## src/rtl/writeback_arbiter_if.sv

```systemverilog
// Bundle between the write-back producers and the arbiter, plus the
// register-file write port the arbiter drives.
interface writeback_arbiter_if #(
  parameter int WIDTH   = 32,
  parameter int NUM_SRC = 4,
  parameter int REG_AW  = 5
);
  logic [NUM_SRC-1:0]        src_valid;
  logic [NUM_SRC-1:0]        src_ready;
  logic [NUM_SRC*WIDTH-1:0]  src_data;
  logic [NUM_SRC*REG_AW-1:0] src_rd;
  logic [2:0]                ld_funct3;
  logic [1:0]                ld_byte_off;
  logic                      flush;
  logic                      rf_we;
  logic [REG_AW-1:0]         rf_waddr;
  logic [WIDTH-1:0]          rf_wdata;

  modport master (
    output src_valid, src_data, src_rd, ld_funct3, ld_byte_off, flush,
    input  src_ready, rf_we, rf_waddr, rf_wdata
  );

  modport slave (
    input  src_valid, src_data, src_rd, ld_funct3, ld_byte_off, flush,
    output src_ready, rf_we, rf_waddr, rf_wdata
  );
endinterface

```

## src/rtl/writeback_arbiter.sv

```systemverilog
// Registered multi-source write-back arbiter: grants one producer per cycle,
// formats load results and drives the register-file write port a cycle later.
module writeback_arbiter #(
  parameter int WIDTH   = 32,
  parameter int NUM_SRC = 4,
  parameter int REG_AW  = 5,
  parameter int LOAD_CH = 1,
  parameter int RR_MODE = 1
) (
  input  logic                 clk,
  input  logic                 rst_n,
  writeback_arbiter_if.slave   bus
);
  localparam int PTR_W = (NUM_SRC > 1) ? $clog2(NUM_SRC) : 1;

  logic [PTR_W-1:0]   rrPtr_q, rrPtr_d;
  logic               rfWe_q, rfWe_d;
  logic [REG_AW-1:0]  rfWaddr_q, rfWaddr_d;
  logic [WIDTH-1:0]   rfWdata_q, rfWdata_d;

  logic               grantValid;
  logic [PTR_W-1:0]   grantIdx;
  logic [PTR_W-1:0]   candIdx;
  int                 candSum;
  logic [NUM_SRC-1:0] readyVec;
  logic [WIDTH-1:0]   selData;
  logic [WIDTH-1:0]   wrData;
  logic [REG_AW-1:0]  selRd;

  function automatic logic [WIDTH-1:0] fmtLoad(input logic [WIDTH-1:0] d,
                                               input logic [2:0]       f3,
                                               input logic [1:0]       off);
    logic [7:0]  b;
    logic [15:0] h;
    case (off)
      2'd0:    b = d[7:0];
      2'd1:    b = d[15:8];
      2'd2:    b = d[23:16];
      default: b = d[31:24];
    endcase
    h = off[1] ? d[31:16] : d[15:0];
    case (f3)
      3'b000:  fmtLoad = {{(WIDTH-8){b[7]}}, b};
      3'b001:  fmtLoad = {{(WIDTH-16){h[15]}}, h};
      3'b100:  fmtLoad = {{(WIDTH-8){1'b0}}, b};
      3'b101:  fmtLoad = {{(WIDTH-16){1'b0}}, h};
      default: fmtLoad = d;
    endcase
  endfunction

  // Walk candidates from highest search offset down so the nearest valid one
  // (offset 0 from rr pointer, or lowest index in fixed mode) is kept last.
  always_comb begin
    grantValid = 1'b0;
    grantIdx   = '0;
    candIdx    = '0;
    candSum    = 0;
    for (int k = NUM_SRC - 1; k >= 0; k--) begin
      candSum = (RR_MODE != 0) ? int'(rrPtr_q) + k : k;
      candIdx = PTR_W'(candSum % NUM_SRC);
      if (bus.src_valid[candIdx]) begin
        grantValid = 1'b1;
        grantIdx   = candIdx;
      end
    end
    if (bus.flush || !rst_n) begin
      grantValid = 1'b0;
    end
    readyVec = grantValid ? (NUM_SRC'(1) << grantIdx) : '0;
  end

  always_comb begin
    selData = '0;
    selRd   = '0;
    for (int i = 0; i < NUM_SRC; i++) begin
      if (grantIdx == PTR_W'(i)) begin
        selData = bus.src_data[i*WIDTH +: WIDTH];
        selRd   = bus.src_rd[i*REG_AW +: REG_AW];
      end
    end
    wrData = (grantIdx == PTR_W'(LOAD_CH))
           ? fmtLoad(selData, bus.ld_funct3, bus.ld_byte_off) : selData;
  end

  // Writes to x0 are still accepted upstream but never reach the register file.
  always_comb begin
    rfWe_d    = grantValid && (selRd != '0);
    rfWaddr_d = rfWe_d ? selRd  : rfWaddr_q;
    rfWdata_d = rfWe_d ? wrData : rfWdata_q;
    rrPtr_d   = rrPtr_q;
    if ((RR_MODE != 0) && grantValid) begin
      rrPtr_d = (grantIdx == PTR_W'(NUM_SRC - 1)) ? '0 : grantIdx + 1'b1;
    end
  end

  always_ff @(posedge clk or negedge rst_n) begin
    if (!rst_n) begin
      rrPtr_q   <= '0;
      rfWe_q    <= 1'b0;
      rfWaddr_q <= '0;
      rfWdata_q <= '0;
    end else begin
      rrPtr_q   <= rrPtr_d;
      rfWe_q    <= rfWe_d;
      rfWaddr_q <= rfWaddr_d;
      rfWdata_q <= rfWdata_d;
    end
  end

  assign bus.src_ready = readyVec;
  assign bus.rf_we     = rfWe_q;
  assign bus.rf_waddr  = rfWaddr_q;
  assign bus.rf_wdata  = rfWdata_q;
endmodule
```

## src/flat_wrapper.sv

```systemverilog
// flat-port wrapper written by rule: the top's interface ports become plain ports
module writeback_arbiter_flat 
#(
  parameter int WIDTH   = 32,
  parameter int NUM_SRC = 4,
  parameter int REG_AW  = 5,
  parameter int LOAD_CH = 1,
  parameter int RR_MODE = 1
)
  (clk, rst_n, bus_src_valid, bus_src_data, bus_src_rd, bus_ld_funct3, bus_ld_byte_off, bus_flush, bus_src_ready, bus_rf_we, bus_rf_waddr, bus_rf_wdata);
  writeback_arbiter_if #(.WIDTH(WIDTH), .NUM_SRC(NUM_SRC), .REG_AW(REG_AW)) bus_i ();
  input  logic clk;
  input  logic rst_n;
  input wire logic [$bits(bus_i.src_valid)-1:0] bus_src_valid;
  input wire logic [$bits(bus_i.src_data)-1:0] bus_src_data;
  input wire logic [$bits(bus_i.src_rd)-1:0] bus_src_rd;
  input wire logic [$bits(bus_i.ld_funct3)-1:0] bus_ld_funct3;
  input wire logic [$bits(bus_i.ld_byte_off)-1:0] bus_ld_byte_off;
  input wire logic [$bits(bus_i.flush)-1:0] bus_flush;
  output wire logic [$bits(bus_i.src_ready)-1:0] bus_src_ready;
  output wire logic [$bits(bus_i.rf_we)-1:0] bus_rf_we;
  output wire logic [$bits(bus_i.rf_waddr)-1:0] bus_rf_waddr;
  output wire logic [$bits(bus_i.rf_wdata)-1:0] bus_rf_wdata;
  assign bus_i.src_valid = bus_src_valid;
  assign bus_i.src_data = bus_src_data;
  assign bus_i.src_rd = bus_src_rd;
  assign bus_i.ld_funct3 = bus_ld_funct3;
  assign bus_i.ld_byte_off = bus_ld_byte_off;
  assign bus_i.flush = bus_flush;
  assign bus_src_ready = bus_i.src_ready;
  assign bus_rf_we = bus_i.rf_we;
  assign bus_rf_waddr = bus_i.rf_waddr;
  assign bus_rf_wdata = bus_i.rf_wdata;
  writeback_arbiter #(.WIDTH(WIDTH), .NUM_SRC(NUM_SRC), .REG_AW(REG_AW), .LOAD_CH(LOAD_CH), .RR_MODE(RR_MODE)) u_core (.clk(clk), .rst_n(rst_n), .bus(bus_i));
endmodule
```

## config.mk

```make
export PLATFORM = sky130hd
export DESIGN_NAME = writeback_arbiter_flat
export DESIGN_NICKNAME = d
export VERILOG_FILES = /design/src/rtl/writeback_arbiter_if.sv /design/src/rtl/writeback_arbiter.sv /design/src/flat_wrapper.sv
export SDC_FILE = /design/constraint.sdc
export NUM_CORES = 1
export LEC_CHECK = 0
export ABC_AREA = 1
export CORE_ASPECT_RATIO = 0.9
export CORE_MARGIN = 5
export CORE_UTILIZATION = 35
export CTS_CLUSTER_SIZE = 8
export DETAILED_ROUTE_END_ITERATION = 8
export GPL_TIMING_DRIVEN = 0
export PLACE_DENSITY = 0.77
export SETUP_SLACK_MARGIN = 0.1
export SLEW_MARGIN = 20
export SYNTH_ARGS = -nofsm -noshare
export SYNTH_HDL_FRONTEND = slang
export SYNTH_SLANG_ARGS = --single-unit
```

## constraint.sdc

```tcl
create_clock -name clk -period 7.1 [get_ports clk]
set_input_delay 1.42 -clock clk [delete_from_list [all_inputs] [get_ports clk]]
set_output_delay 1.42 -clock clk [all_outputs]
set_load 0.02 [all_outputs]
```

Word-level counts from Yosys, hierarchy flattened
Cells that the tools add are included.
{ "word_totals": {"regBits": 40, "in_bits": 160} }
{ "op_classes": {"add_sub_neg": 4, "order_cmp": 4, "n_eq_ne": 8, "shift": 1, "mux": 31, "reduce_logical": 7} }
{ "ops": {"columns": ["operator", "n"], "rows": [
  ["2-to-1 mux 32 bit", 5],
  ["case mux 32 bit (4 select lines)", 1],
  ["case mux 8 bit (3 select lines)", 1],
  ["2-to-1 mux 5 bit", 4],
  ["2-to-1 mux 16 bit", 1],
  ["less-than comparator 2 x 3 -> 1 bit, second input constant", 4],
  ["2-to-1 mux 2 bit", 5],
  ["2-to-1 mux 1 bit", 9],
  ["binary-select mux 1 bit (select 2 bit)", 4],
  ["== test 2 bit, second input constant", 3],
  ["== test 3 bit, second input constant", 2],
  ["nonzero test 5 bit", 1],
  ["adder 2 x 1 -> 2 bit, second input constant", 2],
  ["adder 2 bit, second input constant", 2],
  ["== test 2 x 1 -> 1 bit, second input constant", 2],
  ["zero test 2 bit", 2],
  ["2-to-1 mux 4 bit", 1],
  ["<< shifter 1 x 2 -> 4 bit, first input constant", 1],
  ["== test 3 x 1 -> 1 bit, second input constant", 1],
  ["zero test 3 bit", 1],
  ["logical AND 1 bit", 1],
  ["zero test 1 bit", 1],
  ["logical OR 1 bit", 1]
]} }

Depth between registers and ports, before layout
Gate-level depths: netlist of the first run.
{ "depth": {"ltp_word": 15, "depth_mapped": 25, "depth_no_buf": 23} }

Worst setup path before layout of the first run
OpenSTA, ideal clock, no wires.
{ "synth_timing": {"path_type": "input -> output", "start": "input port bus_src_valid[2]", "end": "output port bus_src_ready[2]", "arrival_ns": 3.216, "path_slack_ns": 2.464, "stages": 14, "cell_sequence": "inv_1 -> o21ai_1 -> nand2_1 -> nand2_1 -> a21oi_1 -> nor2_1 -> nor2_1 -> a21oi_1 -> inv_1 -> ha_1 -> inv_2 -> buf_2 -> buf_1 -> nor2_1"} }
{ "synth_between": {"elab_chain_cells": 8, "word_cells_on_any_way": 19, "classes_between": "1 x shift; 18 x mux"} }
{ "synth_rtl": {"columns": ["element", "line_no", "rtl"], "rows": [
  ["from (decl)", "flat_wrapper.sv:14", "input wire logic [$bits(bus_i.src_valid)-1:0] bus_src_valid;"],
  ["binary-select mux 1 bit (select 2 bit)", "writeback_arbiter.sv:61", "if (bus.src_valid[candIdx]) begin"],
  ["2-to-1 mux 1 bit (not written as such)", "writeback_arbiter.sv:61", null],
  ["2-to-1 mux 2 bit / 2-to-1 mux 1 bit (equally long branches) (4 in a row)", "writeback_arbiter.sv:61", null],
  ["<< shifter 1 x 2 -> 4 bit / 2-to-1 mux 1 bit (equally long branches)", "writeback_arbiter.sv:69, writeback_arbiter.sv:66", null],
  ["2-to-1 mux 4 bit *", "writeback_arbiter.sv:69", "readyVec = grantValid ? (NUM_SRC'(1) << grantIdx) : '0;"],
  ["to (decl)", "flat_wrapper.sv:20", "output wire logic [$bits(bus_i.src_ready)-1:0] bus_src_ready;"]
]} }
Every way passes the cells marked *; elsewhere a longest branch is shown, timed or not. The select of a mux whose other input is x is not followed.

Final worst setup path of the first run
Same ends and word-level chain as after synthesis.

==> impl_metrics.py, run 1 <==
metrics = {
    "yosys": {
        "async_reset_ff_share_pct": 100,
        "synth-seq-cells": 40,
        "yosysMostFrequentCell": "nand2_1",
        "synth_seq_area_share_pct": 27.6,
        "synth_cells": 592,
        "yosysTopAreaCellShare_pct": 27.6,
        "syn_nets": 756,
        "synth_area_leaders": "dfrtp_1, nand2_1, nand3_1, a21oi_1, nor2_1",
        "yosys_warnings": 0,
        "syn_area_sq_mm": 0.00362,
        "syn-mean-instance-area_sq_um": 6.12,
        "synth_top_cells_by_count": "nand2_1, nand3_1, nor2_1, a21oi_1, dfrtp_1",
        "synth_edf_count": 0,
        "synth.distinct_cells": 31,
        "synth_flop_cell": "dfrtp_1",
        "yosysTopAreaCell": "dfrtp_1",
    },
    "timing": {
        "clock_skew_ps": 5.71,
        "hold_viol_final": 0,
        "timing.hold.ws_ps": 481,
        "rsz0062_at_grt": "no",
        "slew_violations": 0,
        "period_share_pct": 86.7,
        "fin_crit_ps": 6150,
        "worst_pin_slew_ps": 900,
        "timing.fmax_mhz": 163,
        "slew_headroom_pct": 39.5,
        "finalSetupViolCount": 0,
        "final.setup.tns_ps": 0,
    },
    "worst_hold_path": {
        "worstHoldStart": "u_core.bus.rf_wdata[11]",
        "hold_class": "reg2reg",
    },
    "power_and_ir_drop": {
        "cellPowerDensity_mw_per_mm2": 637,
        "switching_power_uw": 2170,
        "p_clk_share_pct": 5.5,
        "seqPwrFrac_pct": 10.8,
        "p_int_uw": 1610,
        "switching_share_pct": 57.4,
        "power_frac_comb_pct": 83.6,
        "p_leak_uw": 0.00259,
        "ir_drop_uv": 376,
    },
    "drt": {
        "wl_microns": 16900,
        "wl_per_cell_microns": 18.2,
        "viasPerCell": 5.37,
        "ant_nets": 0,
        "drtPass1Iterations": 5,
        "vias": 4986,
        "drc_errors": 0,
        "drt_iter0_drc": 426,
    },
    "layout": {
        "drive_gt1_share_pct": 8.63,
        "antenna_cells": 0,
        "final_net_count": 964,
        "final_cell_area_sq_mm": 0.00594,
        "area_growth_pct": 63.8,
    },
    "placed_design": {
        "portBuffers": 200,
        "gp_congestion": 0.940,
        "hpwl_microns": 13800,
        "place_area_sq_mm": 0.00580,
    },
    "setup_path": {
        "crit_top_cell": "nor2_1",
        "reg2reg_from": "u_core.rrPtr_q[0]",
        "reg2reg_slack_ps": 3400,
        "crit_start": "bus_src_valid[2]",
        "start_kind": "input port",
        "crit_chain": "clkdlybuf4s50_1 > inv_1 > o21ai_1 > nand2_1 > nand2_1 > a21oi_1 > nor2_1 > nor2_1 > a21oi_1 > inv_1 > ha_1 > inv_2 > buf_2 > buf_1 > nor2_1 > clkdlybuf4s50_1",
        "critPathKind": "in2out",
        "cp.required_ps": 5680,
        "crit_fanout": 10,
        "crit_path_end_kind": "primary output",
        "slowest_stage": "clkdlybuf4s50_1",
        "crit_path_max_incr_delay_ps": 560,
        "arrival_ps": 4730,
    },
    "clocking": {
        "cts_setup_buffers": 0,
        "clkTransAtPathRegs_ps": 60,
        "worstSkewPairLatency_ps": 280,
        "tritoncts": "done",
        "clk_path_buf_depth": 2,
        "cts_resized": 0,
        "cts.sinks": 40,
        "hold_buffers": 0,
        "cts_made_buffers": 5,
        "htreeDepth": 2,
        "ctsRootBufferMaster": "clkbuf_16",
    },
    "outcome": {
        "status": "finished, final reports clean",
    },
    "floorplan": {
        "fp.dieH_microns": 107,
        "die_area_sq_mm": 0.0125,
        "fp-row-count": 35,
        "ioPinCount": 202,
        "start_util_pct": 35.5,
        "die-width_microns": 117,
        "placeableCoreArea_sq_mm": 0.0102,
    },
    "global_routing": {
        "grt_overflow": 0,
        "antenna_found_initial": 0,
        "grt_first_pass_wirelength_microns": 25000,
        "grt_pass1_vias": 4902,
        "grt_use_total_pct": 25.7,
        "grt_max_degree": 33,
    },
    "flow_run": {
        "maxCapViolations": 0,
    },
}
-- power by group through the flow --
stage | Sequential, uW | Clock, uW | Combinational, uW
6_report | 410 | 209 | 3160
5_1_grt | 420 | 220 | 3460
4_1_cts | 409 | 211 | 3120
3_5_place_dp | 410 | 0 | 3100
3_3_place_gp | 410 | 0 | 3040
2_1_floorplan | 526 | 0 | 1940
-- worst paths after layout --
path,to,depth (start not counted)
setup / recovery,bus_src_ready[2],16
hold / removal,u_core.bus.rf_wdata[11],2
setup reg to reg,u_core.bus.rf_wdata[21],16
hold reg to reg,u_core.bus.rf_wdata[11],2
max in group asynchronous,u_core.bus.rf_waddr[1],2
min in group asynchronous,u_core.bus.rf_wdata[6],1
-- worst max-delay path, delay by kind of cell --
| kind | cells | cell delay [ps] |
|---|---|---|
| AND/OR/NAND/NOR | 5 | 470 |
| adder cells (fa/ha/maj) | 1 | 290 |
| buffers and inverters | 7 | 1980 |
| AO/OA/AOI/OAI | 3 | 540 |
-- per-layer routing --
metal / GRT usage [%] / vias up / routed length, microns
met1: 33.1 / 2323 / 7010
met5: 0 / - / 0
met3: 5.01 / 32 / 1520
met2: 44.0 / 242 / 7990
met4: 5.73 / 0 / 361
li1: - / 2389 / -
-- per-stage QoR --
step	worst slack (ps)	util (%)	instances	total power (uW)
5_1_grt	630	58.2	929	4100
4_1_cts	998	58.2	929	3740
6_report	948	58.2	929	3780
3_3_place_gp	1080	56.7	921	3460
2_1_floorplan	2460	-	592	2460
3_5_place_dp	1000	56.9	922	3510
-- area by class of cell --
type	instances	area (sq um)
fill	990	4270
sequential	40	1000
multi-input combinational	495	2350
tap	129	161
clock buffer	6	129
clock inverter	1	5.00
inverter	19	71.3
buffer	38	200
timing repair buffer	201	2020
-- cells by family after synthesis --
family | synth area share, %
fa+ha+maj | 1.38
buf+inv | 7.49
xor+xnor | 0.242
simple gates | 43.6
flops | 27.6
compound gates | 19.7
-- flip-flops by register name (all words and copies together) (netlist names) --
name and flops:
u_core.rrPtr_q 2, u_core.bus.rf_we 1, u_core.bus.rf_waddr 5, u_core.bus.rf_wdata 32
-- cell usage in the layout, fill, tap and decap left out --
cell	Yosys	routed
buf_1	4	4
buf_4	11	11
a21oi_1	42	42
o21bai_4	1	1
o21ai_2	1	1
o21bai_1	1	1
clkbuf_16	0	5
nand3_4	1	1
nor3_1	2	2
clkdlybuf4s50_1	0	199
clkbuf_1	15	16
buf_6	1	1
nor2_2	1	1
nor2_1	49	49
a21boi_0	1	1
a31o_1	3	3
ha_1	4	4
buf_2	7	8
o21ai_1	6	6
buf_12	0	1
nand3b_2	2	2
o21ai_0	32	32
inv_2	7	7
o211ai_1	7	7
nand2_1	214	214
xor2_1	1	1
nand3_1	97	97
dfrtp_1	40	40
inv_1	12	12
a31o_2	12	12
a21oi_2	10	10
clkinv_2	0	1
nand2_2	2	2
or2_2	5	5
nand2b_1	1	1
No activity file was read; power rests on OpenSTA's default activity.
==> run 2, diff against run 1 <==
ABC_AREA = default   (was 1)
CAP_MARGIN = 15   (was default)
PLACE_DENSITY = 0.79   (was 0.77)
==> impl_metrics.py, run 2 <==
metrics = {
    "placed_design": {
        "place_area_sq_mm": 0.00557,
        "portBuffers": 201,
        "numPlacedInstances": 739,
        "hpwl_microns": 12700,
        "gp_congestion": 0.918,
    },
    "timing": {
        "rsz0062_at_grt": "no",
        "period_share_pct": 85.3,
        "final.setup.tns_ps": 0,
        "slew_headroom_pct": 32.9,
        "clock_skew_ps": 13.1,
        "hold_viol_final": 0,
        "timing.fmax_mhz": 165,
        "worst_pin_slew_ps": 1000,
        "fin_crit_ps": 6060,
        "finalSetupViolCount": 0,
        "slew_violations": 0,
    },
    "power_and_ir_drop": {
        "switching_share_pct": 46.0,
        "seqPwrFrac_pct": 20.2,
        "p_clk_share_pct": 11.5,
        "cellPowerDensity_mw_per_mm2": 340,
        "p_leak_uw": 0.00216,
        "ir_drop_uv": 150,
        "switching_power_uw": 891,
        "power_frac_comb_pct": 68.4,
        "p_int_uw": 1050,
        "p_total_uw": 1940,
    },
    "setup_path": {
        "arrival_ps": 4640,
        "crit_fanout": 10,
        "crit_chain": "clkdlybuf4s50_1 > inv_1 > a21oi_1 > o221ai_1 > inv_1 > ha_1 > buf_2 > buf_2 > clkbuf_1 > buf_2 > and2_1 > clkdlybuf4s50_1",
        "slowest_stage": "clkdlybuf4s50_1",
        "reg2reg_from": "u_core.rrPtr_q[0]",
        "critPathKind": "in2out",
        "crit_path_max_incr_delay_ps": 620,
        "start_kind": "input port",
        "crit_start": "bus_src_valid[1]",
        "crit_path_end_kind": "primary output",
        "crit_top_cell": "buf_2",
        "r2r-end": "u_core.bus.rf_wdata[3]",
        "reg2reg_slack_ps": 3410,
        "cp.required_ps": 5680,
        "reg2reg_depth": 14,
    },
    "yosys": {
        "yosys_warnings": 0,
        "synth-seq-cells": 40,
        "synth.distinct_cells": 48,
        "yosysTopAreaCell": "dfrtp_1",
        "synth_top_cells_by_count": "dfrtp_1, nand2_1, o21ai_0, a21oi_1, a221oi_1",
        "yosysMostFrequentCell": "dfrtp_1",
        "synth_area_leaders": "dfrtp_1, a221oi_1, o21ai_0, a221o_1, a21oi_1",
        "synth_compound_area_share_pct": 41.2,
        "synthMuxAreaShare_pct": 0.667,
        "synth_seq_area_share_pct": 29.7,
        "synth_cells": 411,
        "syn-mean-instance-area_sq_um": 8.21,
        "synth_simple_gate_area_share_pct": 20.5,
        "yosys.area_share.xor_xnor_pct": 0,
        "async_reset_ff_share_pct": 100,
        "yosysTopAreaCellShare_pct": 29.7,
        "synth_edf_count": 0,
        "synth_top_family_by_area": "compound AO/OA/AOI/OAI gates",
        "syn_area_sq_mm": 0.00338,
        "synth_flop_cell": "dfrtp_1",
        "syn_nets": 575,
        "synth_fa_ha_area_share_pct": 1.48,
    },
    "global_routing": {
        "grt_pass1_vias": 4258,
        "grt_max_degree": 24,
        "grt_overflow": 0,
        "grt_use_total_pct": 24.8,
        "antenna_found_initial": 0,
        "grt_first_pass_wirelength_microns": 22400,
    },
    "drt": {
        "viasPerCell": 5.70,
        "drtPass1Iterations": 5,
        "wl_per_cell_microns": 20.2,
        "vias": 4255,
        "drc_errors": 0,
        "ant_nets": 0,
        "wl_microns": 15100,
        "drt_iter0_drc": 363,
    },
    "clocking": {
        "clk_path_buf_depth": 2,
        "worstSkewPairLatency_ps": 300,
        "cts_made_buffers": 5,
        "htreeDepth": 2,
        "ctsRootBufferMaster": "clkbuf_8",
        "cts_resized": 0,
        "clkTransAtPathRegs_ps": 70,
        "hold_buffers": 0,
        "tritoncts": "done",
        "cts_setup_buffers": 0,
        "cts.sinks": 40,
    },
    "layout": {
        "final_common_cell": "clkdlybuf4s50_1",
        "fin_util_pct": 59.8,
        "final_net_count": 784,
        "largest_reg_flops": 32,
        "layout_common_cells": "clkdlybuf4s50_1, dfrtp_1, nand2_1, o21ai_0, a21oi_1",
        "area_growth_pct": 68.8,
        "drive_gt1_share_pct": 6.94,
        "antenna_cells": 0,
        "final_cell_area_sq_mm": 0.00570,
        "finalNonFillerCells": 746,
    },
    "floorplan": {
        "start_util_pct": 35.4,
        "fp-row-count": 34,
        "die_area_sq_mm": 0.0117,
        "placeableCoreArea_sq_mm": 0.00953,
        "die-width_microns": 114,
        "fp.dieH_microns": 103,
        "ioPinCount": 202,
    },
    "worst_hold_path": {
        "worstHoldPathCells": 2,
        "hold_class": "reg2reg",
        "worstHoldStart": "u_core.bus.rf_wdata[27]",
        "hold_end": "u_core.bus.rf_wdata[27]",
    },
    "outcome": {
        "status": "finished, final reports clean",
    },
    "flow_run": {
        "maxCapViolations": 0,
    },
}
## run 2: cell types whose count changed in the layout (fill, tap and decap cells not counted), sizes merged, moves of 14 or more
cell    change
o31ai      +17
nor2b      +14
a31o       -15
a221o      +15
o22ai      +17
nand3      -98
nor2       -28
a21oi      -24
nand2     -179
a221oi     +25
## run 2: layout make-up
| class | count | area, sq um |
|---|---|---|
| Clock buffer | 5 | 68.8 |
| Sequential cell | 40 | 1000 |
| Inverter | 11 | 41.3 |
| Tap cell | 126 | 158 |
| Fill cell | 890 | 3830 |
| Buffer | 37 | 176 |
| Timing Repair Buffer | 202 | 2030 |
| Multi-Input combinational cell | 323 | 2160 |
| Clock inverter | 2 | 60.1 |
## run 2: through the flow
step           hold slack (ps)  setup WS (ps)
3_3_place_gp               466            634
4_1_cts                    487           1050
5_1_grt                    506            848
3_5_place_dp               469           1060
6_report                   488           1040
2_1_floorplan              541           2540
## run 2: cell families after synthesis
group                    count (synthesis)
AND/OR/NAND/NOR                        132
adder cells (fa/ha/maj)                  4
flip-flops                              40
multiplexers                             2
buffers and inverters                   48
AO/OA/AOI/OAI                          185
## run 2: critical path: cells and delay by family
family,cells,cell delay [ps]
and+or+nand+nor,1,140
buffers and inverters,8,2510
AOI/OAI and AO/OA,2,340
adders and majority gates,1,220
## run 2: routing by layer
metal	vias up	routed length [microns]	track usage (%)
met5	-	0	0
met4	0	384	8.50
met3	29	1340	6.34
met2	192	7390	42.1
met1	2021	5990	30.8
li1	2013	-	-
## run 2: worst max-delay path by stage
stage               depth (start not counted)               end  slack (ps)
global route                               11  bus_src_ready[3]         850
CTS                                        12  bus_src_ready[1]        1050
detailed placement                         12  bus_src_ready[1]        1060
global placement                            4  bus_src_ready[3]         630
finish                                     12  bus_src_ready[1]        1040
floorplan                                  10  bus_src_ready[3]        2540
## run 2: power by group through the flow
stage,clock network [uW],logic [uW],registers [uW]
after global placement,0,1300,392
after floorplan,0,648,507
after detailed placement,0,1310,394
after global routing,235,1420,403
after CTS,224,1310,391
final,222,1320,390
